<file path="config.mk">
export PLATFORM = sky130hd
export DESIGN_NAME = rslt_stream_packer
export DESIGN_NICKNAME = d
export VERILOG_FILES = /design/src/rtl/rslt_stream_packer.sv
export SDC_FILE = /design/constraint.sdc
export NUM_CORES = 1
export LEC_CHECK = 0
export CAP_MARGIN = 10
export CORE_AREA = 2 2 123 125
export DETAILED_ROUTE_END_ITERATION = 7
export DIE_AREA = 0 0 125 127
export PLACE_DENSITY = 0.83
export SLEW_MARGIN = 10
export SYNTH_ARGS = -nofsm -noshare
export SYNTH_HDL_FRONTEND = slang
export SYNTH_SLANG_ARGS = --single-unit
</file>
<file path="constraint.sdc">
create_clock -name clk -period 6.1 [get_ports clk]
set_clock_uncertainty 0.1 [all_clocks]
set_input_delay 1.22 -clock clk [delete_from_list [all_inputs] [get_ports clk]]
set_output_delay 1.22 -clock clk [all_outputs]
set_load 0.01 [all_outputs]
</file>
<file path="src/rtl/rslt_stream_packer.sv">
// Merges CHANNELS per-result streams, in strict channel order, into one wide
// AXI-Stream beat of OUT_WORDS words; flushes a partial beat at packet end.
module rslt_stream_packer #(
    parameter int CHANNELS   = 4,
    parameter int RSLT_WIDTH = 16,
    parameter int OUT_WORDS  = 4,
    parameter int KEEP_WIDTH = (RSLT_WIDTH + 7) / 8,
    parameter int ID_WIDTH   = 1
) (
    input  logic                             clk,
    input  logic                             rst_n,
    input  logic [CHANNELS*RSLT_WIDTH-1:0]   s_axis_rslt_tdata,
    input  logic [CHANNELS-1:0]              s_axis_rslt_tvalid,
    output logic [CHANNELS-1:0]              s_axis_rslt_tready,
    input  logic [CHANNELS-1:0]              s_axis_rslt_tlast,
    input  logic [CHANNELS*ID_WIDTH-1:0]     s_axis_rslt_tid,
    output logic [OUT_WORDS*RSLT_WIDTH-1:0]  m_axis_tdata,
    output logic [OUT_WORDS*KEEP_WIDTH-1:0]  m_axis_tkeep,
    output logic                             m_axis_tvalid,
    input  logic                             m_axis_tready,
    output logic                             m_axis_tlast,
    output logic [ID_WIDTH-1:0]              m_axis_tid,
    output logic                             err_unaligned_rslt
);

    localparam int CH_W   = (CHANNELS > 1) ? $clog2(CHANNELS) : 1;
    localparam int SLOT_W = (OUT_WORDS > 1) ? $clog2(OUT_WORDS) : 1;
    localparam int DATA_W = OUT_WORDS * RSLT_WIDTH;
    localparam int KEEP_W = OUT_WORDS * KEEP_WIDTH;
    localparam logic [CH_W-1:0]   LAST_CH   = CH_W'(CHANNELS - 1);
    localparam logic [SLOT_W-1:0] LAST_SLOT = SLOT_W'(OUT_WORDS - 1);

    logic [CH_W-1:0]       ch_ptr_q, ch_ptr_d;
    logic [SLOT_W-1:0]     slot_q, slot_d;
    logic [DATA_W-1:0]     pack_data_q, pack_data_d;
    logic [KEEP_W-1:0]     pack_keep_q, pack_keep_d;
    logic [ID_WIDTH-1:0]   pack_tid_q, pack_tid_d;
    logic                  row_last_q, row_last_d;
    logic [DATA_W-1:0]     out_data_q, out_data_d;
    logic [KEEP_W-1:0]     out_keep_q, out_keep_d;
    logic                  out_valid_q, out_valid_d;
    logic                  out_last_q, out_last_d;
    logic [ID_WIDTH-1:0]   out_tid_q, out_tid_d;
    logic                  err_q, err_d;

    logic                  out_free;
    logic                  accept;
    logic                  flush;
    logic                  cur_valid;
    logic                  cur_last;
    logic [RSLT_WIDTH-1:0] cur_data;
    logic [ID_WIDTH-1:0]   cur_id;
    logic [DATA_W-1:0]     beat_data;
    logic [KEEP_W-1:0]     beat_keep;
    logic [ID_WIDTH-1:0]   beat_tid;

    // Only the channel under ch_ptr is ever offered ready; reset forces it low too.
    always_comb begin
        out_free  = !out_valid_q || m_axis_tready;
        cur_valid = s_axis_rslt_tvalid[ch_ptr_q];
        cur_last  = s_axis_rslt_tlast[ch_ptr_q];
        cur_data  = s_axis_rslt_tdata[int'(ch_ptr_q)*RSLT_WIDTH +: RSLT_WIDTH];
        cur_id    = s_axis_rslt_tid[int'(ch_ptr_q)*ID_WIDTH +: ID_WIDTH];
        accept    = rst_n && out_free && cur_valid;
        flush     = (ch_ptr_q == LAST_CH) && cur_last;
        s_axis_rslt_tready           = '0;
        s_axis_rslt_tready[ch_ptr_q] = rst_n && out_free;
    end

    always_comb begin
        ch_ptr_d    = ch_ptr_q;
        slot_d      = slot_q;
        pack_data_d = pack_data_q;
        pack_keep_d = pack_keep_q;
        pack_tid_d  = pack_tid_q;
        row_last_d  = row_last_q;
        out_data_d  = out_data_q;
        out_keep_d  = out_keep_q;
        out_valid_d = out_valid_q;
        out_last_d  = out_last_q;
        out_tid_d   = out_tid_q;
        err_d       = err_q;
        beat_data   = pack_data_q;
        beat_keep   = pack_keep_q;
        beat_tid    = (slot_q == '0) ? cur_id : pack_tid_q;

        beat_data[int'(slot_q)*RSLT_WIDTH +: RSLT_WIDTH] = cur_data;
        beat_keep[int'(slot_q)*KEEP_WIDTH +: KEEP_WIDTH] = '1;

        if (m_axis_tready) begin
            out_valid_d = 1'b0;
        end

        if (accept) begin
            ch_ptr_d = (ch_ptr_q == LAST_CH) ? '0 : ch_ptr_q + CH_W'(1);

            // Channel 0 sets the row's reference tlast; every later channel must agree.
            if (ch_ptr_q == '0) begin
                row_last_d = cur_last;
            end else if (cur_last != row_last_q) begin
                err_d = 1'b1;
            end

            if ((slot_q == LAST_SLOT) || flush) begin
                out_data_d  = beat_data;
                out_keep_d  = beat_keep;
                out_tid_d   = beat_tid;
                out_last_d  = flush;
                out_valid_d = 1'b1;
                slot_d      = '0;
                pack_data_d = '0;
                pack_keep_d = '0;
                pack_tid_d  = '0;
            end else begin
                pack_data_d = beat_data;
                pack_keep_d = beat_keep;
                pack_tid_d  = beat_tid;
                slot_d      = slot_q + SLOT_W'(1);
            end
        end
    end

    always_ff @(posedge clk or negedge rst_n) begin
        if (!rst_n) begin
            ch_ptr_q    <= '0;
            slot_q      <= '0;
            pack_data_q <= '0;
            pack_keep_q <= '0;
            pack_tid_q  <= '0;
            row_last_q  <= 1'b0;
            out_data_q  <= '0;
            out_keep_q  <= '0;
            out_valid_q <= 1'b0;
            out_last_q  <= 1'b0;
            out_tid_q   <= '0;
            err_q       <= 1'b0;
        end else begin
            ch_ptr_q    <= ch_ptr_d;
            slot_q      <= slot_d;
            pack_data_q <= pack_data_d;
            pack_keep_q <= pack_keep_d;
            pack_tid_q  <= pack_tid_d;
            row_last_q  <= row_last_d;
            out_data_q  <= out_data_d;
            out_keep_q  <= out_keep_d;
            out_valid_q <= out_valid_d;
            out_last_q  <= out_last_d;
            out_tid_q   <= out_tid_d;
            err_q       <= err_d;
        end
    end

    assign m_axis_tdata       = out_data_q;
    assign m_axis_tkeep       = out_keep_q;
    assign m_axis_tvalid      = out_valid_q;
    assign m_axis_tlast       = out_last_q;
    assign m_axis_tid         = out_tid_q;
    assign err_unaligned_rslt = err_q;

endmodule
</file>
==> impl_metrics.ini <==
[placement]
port_buffers = 158
gp_congestion = 0.856
dpl_cell_area_um2 = 8760
post-place-ws_ns = 1.87
dp.final_hpwl_um = 13500

[setup_path]
r2r_cells = 6
critPathLaunchType = primary input
cp.arrival_ns = 2.74
end_kind = primary output
path_max_fanout = 9
crit_type = in -> out
worst-endpoint-required_ns = 4.78

[floorplan]
die_w_um = 125
die_h_um = 127
fp.dieArea_um2 = 15900
core_um2 = 14400
start_util_pct = 49.6
rows = 44
boundaryPins = 159

[synth]
yosys.cell_count.top_type = dfrtp_1
syn_nets = 750
synthTopCellsByArea = dfrtp_1, o21ai_0, a22o_1
synthCells = 661
synth_common_cells = dfrtp_1, o21ai_0, a21oi_1
syn_area_um2 = 7150
synth_top_cell_by_area = dfrtp_1
synth_top_area_share_pct = 53.9
synth_top_flop_cell = dfrtp_1
ys_warn_count = 0
synth.avg_cell_area_um2 = 10.8
synth-seq-cells = 154
synth_cell_type_count = 34
synthArstFlopShare_pct = 100
ys_seq_area_share_pct = 53.9
synth_edf_count = 0

[timing]
finalCritPeriodShare_pct = 66.5
worst_pin_slew_ns = 1.19
max_freq_mhz = 246
fin_setup_tns_ns = 0
final-setup-viol-count = 0
layout_min_cycle_time_ns = 4.06
drv_slew = 0
fin_ws_ns = 2.04
hold_viol = 0
rsz0062_at_grt = false
relSlewSlack_pct = 20.2

[routing]
vias_per_cell = 6.09
wl_met2_um = 10100
wl_um = 20200
wl_met1_um = 7790
ant_nets = 0
drc = 0
drt-initial-drc-count = 526
via_count = 6009
first_pass_iters = 6
dr_wl_met3_um = 1680
detail_route.wl_per_cell_um = 20.5
top_layer = met4

[clock_tree]
clkLatencyLatePin_ns = 0.42
hold_buffers = 0
cts-resized-gates = 0
htree_num_levels = 4
cts_buffer_depth = 2
cts-root-buf = clkbuf_16
postCtsSetupBuffers = 0
cts_tree = built
clk_pin_slew_worst_paths_ns = 0.06
clkSinkCount = 154
cts_buffers = 17

[global_routing]
grt_pass1_wl_um = 31800
antenna_found_initial = 0
track_usage_pct = 25.5
grt_pass1_vias = 6033
grt.overflow.total = 0
grt_max_degree = 76

[pwr]
ir_worst_vdd_v = 0.000282
p_total_uw = 4750
power_density_nw_per_um2 = 508
leakagePower_uw = 0.00401

[cells_and_area]
diodes = 0
syn2layout_area_growth_pct = 30.9
fillers = 1093
fin_nets = 878
drive_above_1_share_pct = 8.48
stdcell_area_um2 = 9350

[run_status]
status = finished, final reports clean

[job]
cap_violations = 0

[min_path]
hold_path_class = reg -> reg
hold_depth = 1
-- cell families after synthesis --
kind of cell    after synthesis  share of synthesized area [%]
compound gates              297                           24.7
xor+xnor                      1                          0.123
fa+ha+maj                    10                           1.75
buf+inv                      69                           4.46
flops                       154                           53.9
mux                          23                           6.39
simple gates                107                           8.70
-- critical path: stages --
cell	delay, ns
clkdlybuf4s50_1	0.45
nand2b_1	0.30
and3_1	0.22
clkdlybuf4s50_1	0.55
-- cell usage in the layout, fill, tap and decap left out, types with 4 or more instances in the layout --
master / count
clkdlybuf4s50_1: 157
dfrtp_1: 154
o21ai_0: 147
a21oi_1: 72
a22o_1: 65
nor2b_1: 64
mux4_2: 18
clkbuf_16: 17
inv_1: 13
nand2_1: 12
nor2_1: 10
ha_1: 10
and3_1: 7
buf_4: 7
mux2i_1: 4
o21ai_1: 4
o21ai_2: 4
clkinvlp_4: 4
-- layer usage --
metal,global-route usage [%],vias up
met5,0,-
met4,10.7,0
met3,6.53,51
met2,42.4,305
met1,32.0,2993
li1,-,2660
-- cell type report --
| cell class | instances | area [um2] | area share, % |
|---|---|---|---|
| clock buffers | 22 | 474 | 5.07 |
| repair buffers | 165 | 1640 | 17.5 |
| inverters | 13 | 48.8 | 0.522 |
| clock inverters | 10 | 118 | 1.26 |
| multi-input cells | 438 | 2990 | 32.0 |
| flip-flops and latches | 154 | 3850 | 41.2 |
| well taps | 184 | 230 | 2.46 |
-- registers in the layout, summed over array words and instances (netlist names) --
register            count
m_axis_tdata           64
pack_data_q            64
m_axis_tkeep            8
pack_keep_q             8
ch_ptr_q                2
slot_q                  2
err_unaligned_rslt      1
m_axis_tid              1
m_axis_tlast            1
m_axis_tvalid           1
pack_tid_q              1
row_last_q              1
-- power by group --
| part | internal (uW) | total [uW] | switching [uW] |
|---|---|---|---|
| Combinational | 905 | 2030 | 1130 |
| Clock | 634 | 1040 | 409 |
| Sequential | 1410 | 1670 | 265 |
-- final timing paths --
kind,startpoint,to,slack (ns)
hold reg to reg,err_unaligned_rslt,err_unaligned_rslt,0.37
min in group asynchronous,rst_n,m_axis_tdata[30],0.60
setup / recovery,m_axis_tready,s_axis_rslt_tready[1],2.04
hold / removal,err_unaligned_rslt,err_unaligned_rslt,0.37
setup reg to reg,slot_q[0],pack_data_q[10],2.12
max in group asynchronous,rst_n,m_axis_tkeep[0],4.11
-- through the flow --
stage | utilization [%] | cells | hold slack, ns
finish | 64.9 | 986 | 0.365
global route | 64.9 | 986 | 0.386
CTS | 64.9 | 986 | 0.370
detailed placement | 60.7 | 954 | 0.351
global placement | 60.7 | 954 | 0.354
floorplan | - | 661 | 0.349
Power figures use the tool's default switching activity.
